<file path="config.mk">
export PLATFORM = sky130hd
export DESIGN_NAME = spike_detector
export DESIGN_NICKNAME = d
export VERILOG_FILES = /design/src/rtl/spike_detector.sv
export SDC_FILE = /design/constraint.sdc
export NUM_CORES = 1
export LEC_CHECK = 0
export CAP_MARGIN = 20
export CORE_MARGIN = 2
export CORE_UTILIZATION = 50
export DETAILED_ROUTE_END_ITERATION = 10
export PLACE_DENSITY = 0.76
export RECOVER_POWER = 100
export SLEW_MARGIN = 20
export SYNTH_ARGS = -nofsm -noshare
export SYNTH_HDL_FRONTEND = slang
export SYNTH_SLANG_ARGS = --single-unit
</file>
<file path="constraint.sdc">
create_clock -name clk -period 2.6 [get_ports clk]
set_input_delay 0.52 -clock clk [delete_from_list [all_inputs] [get_ports clk]]
set_output_delay 0.52 -clock clk [all_outputs]
set_load 0.02 [all_outputs]
</file>
<file path="src/rtl/spike_detector.sv">
// Amplitude spike detector: rectify, threshold with hysteresis, track peak/width
// of each excursion, report on exit, then hold off for a refractory period.
module spike_detector #(
  parameter int W         = 11,
  parameter int HYST      = 8,
  parameter int REFRACT   = 16,
  parameter int MAX_WIDTH = 64,
  parameter int CNT_W     = 16
) (
  input  logic                clk,
  input  logic                rst,
  input  logic                in_valid,
  input  logic signed [W-1:0] x,
  input  logic        [W-2:0] thr,
  input  logic                enable,
  output logic                spike_valid,
  output logic signed [W-1:0] spike_peak,
  output logic        [7:0]   spike_width,
  output logic                spike_trunc,
  output logic    [CNT_W-1:0] spike_count,
  output logic                busy
);

  localparam int RW = $clog2(REFRACT + 1);
  localparam logic [W:0]    HYST_E = (W+1)'(HYST);
  localparam logic [7:0]    MAXW   = 8'(MAX_WIDTH);
  localparam logic [RW-1:0] RLOAD  = RW'(REFRACT);

  typedef enum logic [1:0] {ST_IDLE, ST_ACTIVE, ST_REFRACT} state_t;

  state_t               state;
  logic [RW-1:0]        rcnt;
  logic signed [W-1:0]  peak_p1;
  logic        [W-2:0]  peak_mag_p1;
  logic        [7:0]    width_p1;

  // |x| with the most negative code clamped to full scale
  function automatic logic [W-2:0] abs_sat(input logic signed [W-1:0] v);
    logic signed [W-1:0] neg;
    neg = -v;
    if (v[W-1] && (v[W-2:0] == '0))
      return '1;
    return v[W-1] ? neg[W-2:0] : v[W-2:0];
  endfunction

  function automatic logic [CNT_W-1:0] cnt_sat_inc(input logic [CNT_W-1:0] c);
    return (&c) ? c : c + 1'b1;
  endfunction

  // ---- stage p0: combinational decisions on the incoming sample ----
  logic                vld_p0;
  logic        [W-2:0] mag_p0;
  logic        [W:0]   mag_hyst_p0;
  logic                enter_p0;
  logic                exit_p0;
  logic                upd_p0;
  logic        [7:0]   width_inc_p0;
  logic signed [W-1:0] peak_nx_p0;

  assign vld_p0       = in_valid && enable;
  assign mag_p0       = abs_sat(x);
  assign mag_hyst_p0  = {2'b00, mag_p0} + HYST_E;
  assign enter_p0     = mag_p0 > thr;
  assign exit_p0      = mag_hyst_p0 < {2'b00, thr};
  assign upd_p0       = mag_p0 > peak_mag_p1;
  assign width_inc_p0 = width_p1 + 8'd1;
  assign peak_nx_p0   = upd_p0 ? x : peak_p1;

  // ---- stage p1: excursion tracking registers (data path, no reset) ----
  always_ff @(posedge clk) begin
    if (vld_p0) begin
      if (state == ST_IDLE && enter_p0) begin
        peak_p1     <= x;
        peak_mag_p1 <= mag_p0;
        width_p1    <= 8'd1;
      end else if (state == ST_ACTIVE && !exit_p0) begin
        width_p1 <= width_inc_p0;
        if (upd_p0) begin
          peak_p1     <= x;
          peak_mag_p1 <= mag_p0;
        end
      end
    end
  end

  // ---- stage p1: control FSM and registered report outputs ----
  always_ff @(posedge clk or negedge rst) begin
    if (!rst) begin
      state       <= ST_IDLE;
      rcnt        <= '0;
      spike_valid <= 1'b0;
      spike_peak  <= '0;
      spike_width <= '0;
      spike_trunc <= 1'b0;
      spike_count <= '0;
      busy        <= 1'b0;
    end else begin
      spike_valid <= 1'b0;
      if (!enable) begin
        state <= ST_IDLE;
        rcnt  <= '0;
        busy  <= 1'b0;
      end else if (in_valid) begin
        case (state)
          ST_IDLE: begin
            if (enter_p0) begin
              state <= ST_ACTIVE;
              busy  <= 1'b1;
            end
          end
          ST_ACTIVE: begin
            if (exit_p0) begin
              state       <= ST_REFRACT;
              rcnt        <= RLOAD;
              spike_valid <= 1'b1;
              spike_peak  <= peak_p1;
              spike_width <= width_p1;
              spike_trunc <= 1'b0;
              spike_count <= cnt_sat_inc(spike_count);
            end else if (width_inc_p0 == MAXW) begin
              state       <= ST_REFRACT;
              rcnt        <= RLOAD;
              spike_valid <= 1'b1;
              spike_peak  <= peak_nx_p0;
              spike_width <= width_inc_p0;
              spike_trunc <= 1'b1;
              spike_count <= cnt_sat_inc(spike_count);
            end
          end
          ST_REFRACT: begin
            rcnt <= rcnt - 1'b1;
            if (rcnt == RW'(1)) begin
              state <= ST_IDLE;
              busy  <= 1'b0;
            end
          end
          default: begin
            state <= ST_IDLE;
            busy  <= 1'b0;
          end
        endcase
      end
    end
  end

endmodule

</file>
==> report_table.html, run 1 <==
<table>
<tr><th>Metric</th><th>Value</th></tr>
<tr><th colspan="2">Setup path</th></tr>
<tr><td>Crit-path max cell delay</td><td>~400 ps</td></tr>
<tr><td>CP Launch Type</td><td>input port</td></tr>
<tr><td>Cells along the critical path</td><td>buf_12, buf_6, or3_4, or3_4, a22oi_2, buf_12, buf_6, nand3_4, xnor2_2, ha_1, a21oi_2, buf_4, nand2_2, a31o_4, nand2_8, a21oi_4, buf_12</td></tr>
<tr><td>Maximum fanout along the worst path</td><td>10</td></tr>
<tr><td>Required time at the worst-slack endpoint</td><td>~2700 ps</td></tr>
<tr><td>Critical path endpoint category</td><td>flop</td></tr>
<tr><td>Cell mode on critical path</td><td>sky130_fd_sc_hd__buf_12</td></tr>
<tr><td>R2R depth</td><td>8</td></tr>
<tr><td>Slowest CP cell</td><td>sky130_fd_sc_hd__or3_4</td></tr>
<tr><td>CP Class</td><td>input port to flop</td></tr>
<tr><td>Reg-to-reg setup timing slack</td><td>-10 ps</td></tr>
<tr><td>Critical R2R Capture</td><td>spike_count[1]</td></tr>
<tr><td>Origin of the critical flop-to-flop path</td><td>width_p1[1]</td></tr>
<tr><td>Data arrival time at the worst-slack endpoint</td><td>around 3700 ps</td></tr>
<tr><th colspan="2">Finish</th></tr>
<tr><td>Most frequent standard cell in the layout excluding fill and tap cells</td><td>sky130_fd_sc_hd__buf_4</td></tr>
<tr><td>Diode insertion count for antenna repair</td><td>0</td></tr>
<tr><td>Number of nets in the final layout</td><td>approximately 710</td></tr>
<tr><td>Final Cell Area</td><td>around 7500 um2</td></tr>
<tr><td>Fraction of layout instances using a drive strength above 1</td><td>between 30% and 40%</td></tr>
<tr><td>Growth of design area from synthesis to finish</td><td>58.78%</td></tr>
<tr><td>Most frequent cells in the layout</td><td>sky130_fd_sc_hd__buf_4, sky130_fd_sc_hd__clkdlybuf4s50_1, sky130_fd_sc_hd__dfrtp_1</td></tr>
<tr><th colspan="2">STA</th></tr>
<tr><td>Slew Limit Headroom</td><td>25.28%</td></tr>
<tr><td>RSZ-0062 raised after global routing</td><td>true</td></tr>
<tr><td>Highest achievable clock rate</td><td>276.4 MHz</td></tr>
<tr><td>Clock period minus worst slack</td><td>around 3600 ps</td></tr>
<tr><td>Crit share post-route</td><td>139.2%</td></tr>
<tr><td>Final setup violating endpoints</td><td>slightly above 90</td></tr>
<tr><td>Clock tree skew after final layout</td><td>22.76 ps</td></tr>
<tr><td>Number of pins with negative max-slew slack in the final report</td><td>0</td></tr>
<tr><td>Final-layout worst hold slack</td><td>approximately 440 ps</td></tr>
<tr><td>Transition at the pin with the smallest max-transition slack</td><td>between 1000 and 1500 ps</td></tr>
<tr><td>Final WS setup</td><td>-1018 ps</td></tr>
<tr><td>Number of hold-slack violations in the final timing report</td><td>0</td></tr>
<tr><th colspan="2">Clocking</th></tr>
<tr><td>Number of H-tree levels</td><td>3</td></tr>
<tr><td>Longest Clk Path Bufs</td><td>2</td></tr>
<tr><td>Clock-pin transition on the worst setup and hold timing paths</td><td>around 100 ps</td></tr>
<tr><td>Clock root buffer master</td><td>sky130_fd_sc_hd__clkbuf_8</td></tr>
<tr><td>Hold buffer count at CTS</td><td>0</td></tr>
<tr><td>CTS tree</td><td>yes</td></tr>
<tr><td>Worst-skew pair later-pin latency</td><td>370 ps</td></tr>
<tr><td>Total clock sinks</td><td>74</td></tr>
<tr><td>Clock buffers created by TritonCTS</td><td>9</td></tr>
<tr><th colspan="2">Global route</th></tr>
<tr><td>Remaining global-route overflow</td><td>0</td></tr>
<tr><td>Global-route wire length before repair</td><td>about 24000 um</td></tr>
<tr><td>Overall global routing resource usage</td><td>29.51%</td></tr>
<tr><td>Number of global-route vias before repair</td><td>around 4.7k</td></tr>
<tr><td>Pin count of the biggest net entering global routing</td><td>between 40 and 50</td></tr>
<tr><td>Number of antenna violations at the first check in global routing</td><td>0</td></tr>
<tr><th colspan="2">Detailed routing</th></tr>
<tr><td>Via count normalized by instance count</td><td>approximately 6.3</td></tr>
<tr><td>Wire length reported by the detailed router</td><td>between 15000 and 20000 um</td></tr>
<tr><td>Final antenna-violating net count</td><td>0</td></tr>
<tr><td>Pre-Repair DR Iteration Count</td><td>6</td></tr>
<tr><td>Vias</td><td>between 4k and 5k</td></tr>
<tr><td>Met1 Routed Length</td><td>6865 um</td></tr>
<tr><td>Met3 Routed Length</td><td>approximately 1100 um</td></tr>
<tr><td>Total met2 wirelength after detailed routing</td><td>8557 um</td></tr>
<tr><td>DRC violation count after routing</td><td>0</td></tr>
<tr><td>Count of routing violations after the opening detailed-route iteration</td><td>373</td></tr>
<tr><td>Average wire length per cell after detail routing</td><td>between 20 and 25 um</td></tr>
<tr><td>Topmost layer with routed signal wires</td><td>met4</td></tr>
<tr><th colspan="2">Die</th></tr>
<tr><td>Total core area</td><td>slightly above 9000 um2</td></tr>
<tr><td>Std-Cell Rows</td><td>35</td></tr>
<tr><td>Width of the chip</td><td>101.2 um</td></tr>
<tr><td>I/O pin count</td><td>63</td></tr>
<tr><td>Die ar.</td><td>roughly 10000 um2</td></tr>
<tr><td>Starting Density</td><td>51.36%</td></tr>
<tr><td>Height of the chip</td><td>just over 100 um</td></tr>
<tr><th colspan="2">Logic synthesis</th></tr>
<tr><td>Share of async-settable or async-resettable flops after synthesis</td><td>around three fifths</td></tr>
<tr><td>Post-synth cell types</td><td>65</td></tr>
<tr><td>Register area share after synthesis</td><td>a little over two fifths</td></tr>
<tr><td>FF+latch count, synth</td><td>74</td></tr>
<tr><td>Number of enable flip-flop cells after synthesis</td><td>29</td></tr>
<tr><td>Net count of the mapped netlist</td><td>between 500 and 600</td></tr>
<tr><td>Post-synth design cell area</td><td>between 4000 and 5000 um2</td></tr>
<tr><td>Most frequently used flop master after synthesis</td><td>sky130_fd_sc_hd__dfrtp_1</td></tr>
<tr><td>Number of synthesis warnings</td><td>0</td></tr>
<tr><td>Average footprint of a synthesized cell</td><td>around 9.6 um2</td></tr>
<tr><td>Gate Count Post-Synth</td><td>approximately 490</td></tr>
<tr><th colspan="2">Pwr</th></tr>
<tr><td>Final Total Pwr</td><td>4.544 mW</td></tr>
<tr><td>Leakage component of the power</td><td>roughly 3.2 nW</td></tr>
<tr><td>Power Dens Cells</td><td>about 610 nW/um2</td></tr>
<tr><td>Part of the power in combinational logic</td><td>42.1%</td></tr>
<tr><td>Part of the total power dissipated in the clock network</td><td>22.6%</td></tr>
<tr><td>Peak supply drop</td><td>about 0.00042 V</td></tr>
<tr><td>Switching share of power</td><td>36.19%</td></tr>
<tr><td>Sequential fraction of design power</td><td>between 30% and 40%</td></tr>
<tr><td>Internal portion of total power</td><td>slightly below 3 mW</td></tr>
<tr><td>Net switching power of the design</td><td>1.644 mW</td></tr>
<tr><th colspan="2">Hold path</th></tr>
<tr><td>Min-delay worst type</td><td>input port to asynchronous set/reset pin</td></tr>
<tr><th colspan="2">Outcome</th></tr>
<tr><td>Violations in the final reports</td><td>negative setup slack</td></tr>
<tr><td>Outcome</td><td>finished with violations</td></tr>
<tr><th colspan="2">Job</th></tr>
<tr><td>Max-cap check violation count</td><td>0</td></tr>
<tr><th colspan="2">Placed design</th></tr>
<tr><td>Placer's final routability congestion estimate</td><td>about 0.9</td></tr>
<tr><td>Number of input and output port buffers inserted</td><td>62</td></tr>
<tr><td>Total half-perimeter wirelength after legalization and detailed placement</td><td>~9000 um</td></tr>
<tr><td>Post-Place Cell Area</td><td>6227 um2</td></tr>
</table>
## repair_timing
action                                  CTS  global route
endpoints found under the setup margin   93            93
pin swaps                                35            44
endpoints found under the hold margin     0             0
cloned                                    8             1
setup buffers                            17            10
gates resized for setup                  82            88
## per-stage QoR
stage / worst slack [ps] / TNS [ps] / utilization, % / std cells
after global routing: -1093 / -89680 / 81.55 / 770
after global placement: -1677 / -143670 / 67.71 / 719
after floorplan: -1022 / -78590 / - / 493
after CTS: -936.1 / -75260 / 76.07 / 760
final: -1018 / -84890 / 81.55 / 770
after detailed placement: -1783 / -149270 / 67.71 / 719
## critical path, delay by kind of cell
family,cells,cell delay (ps)
compound gates,4,810
xor+xnor,1,230
fa+ha+maj,1,310
buf+inv,6,770
simple gates,5,1080
## cells by family after synthesis
| logic type | Yosys count | share of synthesized area (%) |
|---|---|---|
| AOI/OAI and AO/OA | 117 | 15.84 |
| xor gates and xnor gates | 27 | 5.006 |
| adders and majority gates | 33 | 8.742 |
| buffers and inverters | 63 | 5.377 |
| DFF | 74 | 42.28 |
| muxes | 13 | 3.073 |
| and+or+nand+nor | 166 | 19.68 |
## power groups by stage
stage	Combinational, mW	Sequential (mW)	Clock [mW]
after global placement	1.42	1.58	0
after floorplan	0.617	1.77	0
after global routing	2.01	1.63	1.08
after CTS	1.61	1.57	0.998
final	1.91	1.60	1.03
after detailed placement	1.46	1.59	0
## layer usage
layer,track usage (%),vias up
li1,-,2114
met1,37.72,2363
met2,49.87,285
met3,4.831,82
met4,12.27,0
met5,0,-
## Yosys cell counts, types with 2 or more instances
cell	instances	area, um2
sky130_fd_sc_hd__nor2b_1	6	37.54
sky130_fd_sc_hd__nand4b_1	5	43.79
sky130_fd_sc_hd__or3_1	5	31.28
sky130_fd_sc_hd__edfxtp_1	29	870.8
sky130_fd_sc_hd__clkbuf_1	16	60.06
sky130_fd_sc_hd__xnor2_1	10	87.58
sky130_fd_sc_hd__a31o_2	4	35.03
sky130_fd_sc_hd__or2_2	6	37.54
sky130_fd_sc_hd__buf_2	5	25.02
sky130_fd_sc_hd__and3_1	11	68.82
sky130_fd_sc_hd__and3b_1	2	17.52
sky130_fd_sc_hd__nand2_1	33	123.9
sky130_fd_sc_hd__ha_1	33	412.9
sky130_fd_sc_hd__nor3b_1	2	15.01
sky130_fd_sc_hd__o21ai_0	34	170.2
sky130_fd_sc_hd__nor2_1	37	138.9
sky130_fd_sc_hd__o31ai_1	2	15.01
sky130_fd_sc_hd__nand4_1	6	37.54
sky130_fd_sc_hd__nand3_1	26	130.1
sky130_fd_sc_hd__o41ai_1	2	17.52
sky130_fd_sc_hd__inv_1	38	142.6
sky130_fd_sc_hd__nand3b_1	3	22.52
sky130_fd_sc_hd__nor3_1	4	20.02
sky130_fd_sc_hd__o2111ai_1	2	17.52
sky130_fd_sc_hd__dfrtp_1	45	1126
sky130_fd_sc_hd__o22ai_1	2	12.51
sky130_fd_sc_hd__a21o_1	6	45.04
sky130_fd_sc_hd__mux2_2	12	135.1
sky130_fd_sc_hd__a21oi_1	23	115.1
sky130_fd_sc_hd__o211ai_1	4	30.03
sky130_fd_sc_hd__a31oi_1	21	131.4
sky130_fd_sc_hd__buf_4	3	22.52
sky130_fd_sc_hd__nor3b_2	5	62.56
sky130_fd_sc_hd__nor4b_2	2	30.03
sky130_fd_sc_hd__xor2_1	17	148.9
sky130_fd_sc_hd__nand2b_1	3	18.77
## cell type report
class	instances	area, um2
multi-input combinational	358	3286
sequential	74	1997
fill	469	1697
timing repair buffer	173	1685
clock buffer	13	202.7
inverter	38	167.7
tap	111	138.9
clock inverter	3	22.52
## state kept, by name (all words and copies together), names as in the netlist
name / count
spike_peak: 11
spike_count: 16
peak_mag_p1: 10
busy: 1
width_p1: 8
spike_valid: 1
rcnt: 5
state: 2
spike_width: 8
peak_p1: 11
spike_trunc: 1
## worst max path at each step
stage	startpoint	depth (start not counted)	slack [ps]	to
after global routing	x[7]	17	-1090	spike_count[8]
after floorplan	x[1]	19	-1020	peak_mag_p1[0]
after global placement	x[1]	19	-1680	spike_count[8]
after detailed placement	x[1]	18	-1780	spike_count[8]
after CTS	x[1]	19	-940	spike_count[8]
final	x[1]	17	-1020	peak_mag_p1[5]
Note: power is estimated with default switching activity, not from simulation.
==> inputs of run 2 (changes only) <==
- CTS_BUF_LIST: not set -> sky130_fd_sc_hd__clkbuf_16
==> run 2 against run 1 <==
Compared with the run above: the run still ends with negative setup slack left; wire length decreased by 8.8%; final cell count decreased by 0.52%; cell area decreased by 1.1%; clock power increased by 30%; setup slack improved by 35 ps; clock-buffer cell count decreased by 1; worst hold slack improved by 51 ps; critical path type unchanged.
==> report_table.html, run 2 (same netlist as run 1, synthesis figures left out) <==
<table>
<tr><th>Metric</th><th>Value</th></tr>
<tr><th colspan="2">STA</th></tr>
<tr><td>Highest achievable clock rate</td><td>279.1 MHz (+0.97%)</td></tr>
<tr><td>Final-layout worst hold slack</td><td>487.2 ps (+50.66 ps)</td></tr>
<tr><td>Clock tree skew after final layout</td><td>11.96 ps (-10.80 ps)</td></tr>
<tr><td>Number of pins with negative max-slew slack in the final report</td><td>0 (unchanged)</td></tr>
<tr><td>Clock period minus worst slack</td><td>3583 ps (-34.64 ps)</td></tr>
<tr><td>Final setup violating endpoints</td><td>93 (unchanged)</td></tr>
<tr><td>Transition at the pin with the smallest max-transition slack</td><td>1146 ps (+25.60 ps)</td></tr>
<tr><td>Slew Limit Headroom</td><td>23.57% (-1.7 points)</td></tr>
<tr><td>RSZ-0062 raised after global routing</td><td>true</td></tr>
<tr><td>Number of hold-slack violations in the final timing report</td><td>0 (unchanged)</td></tr>
<tr><td>Crit share post-route</td><td>137.8% (-1.3 points)</td></tr>
<tr><td>Final WS setup</td><td>-983.4 ps (+34.64 ps)</td></tr>
<tr><th colspan="2">Detailed routing</th></tr>
<tr><td>Count of routing violations after the opening detailed-route iteration</td><td>314 (-16%)</td></tr>
<tr><td>Pre-Repair DR Iteration Count</td><td>5 (-1)</td></tr>
<tr><td>Final antenna-violating net count</td><td>0 (unchanged)</td></tr>
<tr><td>Wire length reported by the detailed router</td><td>15740 um (-8.8%)</td></tr>
<tr><td>Average wire length per cell after detail routing</td><td>20.54 um (-8.3%)</td></tr>
<tr><td>DRC violation count after routing</td><td>0 (unchanged)</td></tr>
<tr><td>Vias</td><td>4711 (-2.7%)</td></tr>
<tr><td>Via count normalized by instance count</td><td>6.150 (-2.2%)</td></tr>
<tr><th colspan="2">Outcome</th></tr>
<tr><td>Violations in the final reports</td><td>negative setup slack</td></tr>
<tr><td>Outcome</td><td>finished with violations</td></tr>
<tr><th colspan="2">Clocking</th></tr>
<tr><td>Total clock sinks</td><td>74 (unchanged)</td></tr>
<tr><td>Worst-skew pair later-pin latency</td><td>340 ps (-30 ps)</td></tr>
<tr><td>Clock root buffer master</td><td>sky130_fd_sc_hd__clkbuf_16</td></tr>
<tr><td>Clock buffers created by TritonCTS</td><td>9 (unchanged)</td></tr>
<tr><td>CTS tree</td><td>yes</td></tr>
<tr><td>Clock-pin transition on the worst setup and hold timing paths</td><td>70 ps (-30 ps)</td></tr>
<tr><td>Longest Clk Path Bufs</td><td>2 (unchanged)</td></tr>
<tr><td>Number of H-tree levels</td><td>3 (unchanged)</td></tr>
<tr><th colspan="2">Setup path</th></tr>
<tr><td>CP Class</td><td>input port to flop</td></tr>
<tr><td>Data arrival time at the worst-slack endpoint</td><td>3810 ps (+70 ps)</td></tr>
<tr><td>Critical path endpoint category</td><td>flop</td></tr>
<tr><td>Origin of the critical flop-to-flop path</td><td>width_p1[1]</td></tr>
<tr><td>Termination of the worst setup path</td><td>spike_count[1]</td></tr>
<tr><td>Maximum fanout along the worst path</td><td>5 (-5)</td></tr>
<tr><td>Slowest CP cell</td><td>sky130_fd_sc_hd__or3b_4</td></tr>
<tr><td>Crit-path max cell delay</td><td>400 ps (about the same)</td></tr>
<tr><td>Worst setup startpoint</td><td>x[1]</td></tr>
<tr><td>R2R depth</td><td>8 (unchanged)</td></tr>
<tr><td>Reg-to-reg setup timing slack</td><td>20 ps (+30 ps)</td></tr>
<tr><td>Critical R2R Capture</td><td>spike_count[1]</td></tr>
<tr><td>Required time at the worst-slack endpoint</td><td>2820 ps (+100 ps)</td></tr>
<tr><td>Cells along the critical path</td><td>buf_12, inv_12, ha_4, or3b_4, buf_4, o32ai_1, a21oi_1, a21boi_2, nand3_2, xnor2_2, ha_4, a21oi_4, a21oi_4, a211oi_4, buf_6, nor2b_4, mux2_4</td></tr>
<tr><td>CP Launch Type</td><td>input port</td></tr>
<tr><th colspan="2">Pwr</th></tr>
<tr><td>Peak supply drop</td><td>0.0004266 V (+1.2%)</td></tr>
<tr><td>Part of the total power dissipated in the clock network</td><td>28.4% (+5.8 points)</td></tr>
<tr><td>Final Total Pwr</td><td>4.728 mW (+4.1%)</td></tr>
<tr><td>Power Dens Cells</td><td>637.3 nW/um2 (+5.2%)</td></tr>
<tr><td>Switching share of power</td><td>33.73% (-2.5 points)</td></tr>
<tr><td>Sequential fraction of design power</td><td>33.5% (-1.8 points)</td></tr>
<tr><td>Leakage component of the power</td><td>3.184 nW (+0.54%)</td></tr>
<tr><td>Internal portion of total power</td><td>3.134 mW (+8.1%)</td></tr>
<tr><td>Net switching power of the design</td><td>1.595 mW (-3.0%)</td></tr>
<tr><td>Part of the power in combinational logic</td><td>38.1% (-4.0 points)</td></tr>
<tr><th colspan="2">Placed design</th></tr>
<tr><td>Number of input and output port buffers inserted</td><td>62 (unchanged)</td></tr>
<tr><td>Placer's final routability congestion estimate</td><td>0.9109 (unchanged)</td></tr>
<tr><td>Total half-perimeter wirelength after legalization and detailed placement</td><td>8975 um (unchanged)</td></tr>
<tr><td>Setup slack after placement</td><td>-1783 ps (unchanged)</td></tr>
<tr><th colspan="2">Finish</th></tr>
<tr><td>Growth of design area from synthesis to finish</td><td>57.09%</td></tr>
<tr><td>Number of fill cells in the layout</td><td>479 (+2.1%)</td></tr>
<tr><td>Number of nets in the final layout</td><td>708 (-0.56%)</td></tr>
<tr><td>Largest regs</td><td>spike_count (16), peak_p1 (11), spike_peak (11)</td></tr>
<tr><td>Number of flip-flops in the largest register</td><td>16 (unchanged)</td></tr>
<tr><td>Diode insertion count for antenna repair</td><td>0 (unchanged)</td></tr>
<tr><td>Top register by number of flip-flops</td><td>spike_count</td></tr>
<tr><td>Combined area of the multi-input logic cells</td><td>3213 um2 (-2.2%)</td></tr>
<tr><td>Most frequent cells in the layout</td><td>sky130_fd_sc_hd__buf_4, sky130_fd_sc_hd__clkdlybuf4s50_1, sky130_fd_sc_hd__dfrtp_1</td></tr>
<tr><td>Fraction of layout instances using a drive strength above 1</td><td>38.02% (-0.68 points)</td></tr>
<tr><td>Flip-flop and latch area</td><td>1997 um2 (unchanged)</td></tr>
<tr><td>Most frequent standard cell in the layout excluding fill and tap cells</td><td>sky130_fd_sc_hd__buf_4</td></tr>
<tr><th colspan="2">Die</th></tr>
<tr><td>Height of the chip</td><td>101.2 um (unchanged)</td></tr>
<tr><td>Width of the chip</td><td>101.2 um (unchanged)</td></tr>
<tr><td>I/O pin count</td><td>63 (unchanged)</td></tr>
<tr><td>Total core area</td><td>9196 um2 (unchanged)</td></tr>
<tr><td>Starting Density</td><td>51.36% (unchanged)</td></tr>
<tr><td>Std-Cell Rows</td><td>35 (unchanged)</td></tr>
<tr><td>Die ar.</td><td>10240 um2 (unchanged)</td></tr>
<tr><th colspan="2">Global route</th></tr>
<tr><td>Number of global-route vias before repair</td><td>4652 (-1.8%)</td></tr>
<tr><td>Pin count of the biggest net entering global routing</td><td>46 (unchanged)</td></tr>
<tr><td>Remaining global-route overflow</td><td>0 (unchanged)</td></tr>
<tr><td>Number of antenna violations at the first check in global routing</td><td>0 (unchanged)</td></tr>
<tr><td>Global-route wire length before repair</td><td>23540 um (-0.15%)</td></tr>
<tr><td>Overall global routing resource usage</td><td>29.55% (+0.034 points)</td></tr>
<tr><th colspan="2">Hold path</th></tr>
<tr><td>Min-delay worst type</td><td>input port to asynchronous set/reset pin</td></tr>
<tr><th colspan="2">Job</th></tr>
<tr><td>Max-cap check violation count</td><td>0 (unchanged)</td></tr>
</table>
[run 2: cell count changes in the layout (fill, tap and decap cells not counted), sizes merged, moves of 2 or more]
cell,delta
buf,-5
clkbuf,+2
dlygate4sd2,-2
inv,+2
[run 2: per-layer routing]
layer	up-vias	wire [um]	track usage, %
met1	2291	6168	36.49
met3	68	954	4.762
li1	2120	-	-
met5	-	0	0
met2	232	7943	51.20
met4	0	670	12.79
[run 2: what timing repair did]
item	4_1_cts	5_1_grt
buffers inserted	22	8
pin swaps	39	58
cloned	6	2
hold buffers	0	0
resized for setup	87	83
setup endpoints to repair	93	93
[run 2: power by group through the flow]
stage / clock (mW) / sequential (mW) / combinational [mW]
floorplan: 0 / 1.77 / 0.617
global placement: 0 / 1.58 / 1.42
detailed placement: 0 / 1.59 / 1.46
CTS: 1.34 / 1.57 / 1.62
global route: 1.39 / 1.60 / 1.91
finish: 1.34 / 1.58 / 1.80
[run 2: worst min path at each step]
stage	from	to	slack, ps	depth (start not counted)
after floorplan	rst	busy	220	0
after global placement	spike_count[14]	spike_count[14]	470	1
after detailed placement	spike_count[14]	spike_count[14]	490	1
after CTS	rst	rcnt[3]	290	2
after global routing	spike_count[14]	spike_count[14]	510	1
final	rst	rcnt[2]	490	2
[run 2: stage by stage]
| step | util, % | TNS (ps) | cells | instance area, um2 |
|---|---|---|---|---|
| after floorplan | - | -78590 | 493 | 5056 |
| after global placement | 67.71 | -143670 | 719 | 6227 |
| after detailed placement | 67.71 | -149270 | 719 | 6227 |
| after CTS | 77.46 | -76780 | 762 | 7123 |
| after global routing | 80.68 | -87530 | 766 | 7420 |
| final | 80.68 | -79020 | 766 | 7420 |
[run 2: worst max-delay path: cells and delay by family]
kind | cells | cell delay, ps
XOR/XNOR | 1 | 260
AND/OR/NAND/NOR | 3 | 730
AO/OA/AOI/OAI | 6 | 1110
multiplexers | 1 | 310
buffers and inverters | 4 | 460
adder cells (fa/ha/maj) | 2 | 380
[run 2: area by class of cell]
| type | count | area share [%] |
|---|---|---|
| sequential | 74 | 26.91 |
| tap | 111 | 1.872 |
| inverter | 38 | 2.192 |
| timing repair buffer | 168 | 21.32 |
| multi-input combinational | 359 | 43.31 |
| clock inverter | 4 | 0.3541 |
| clock buffer | 12 | 4.047 |
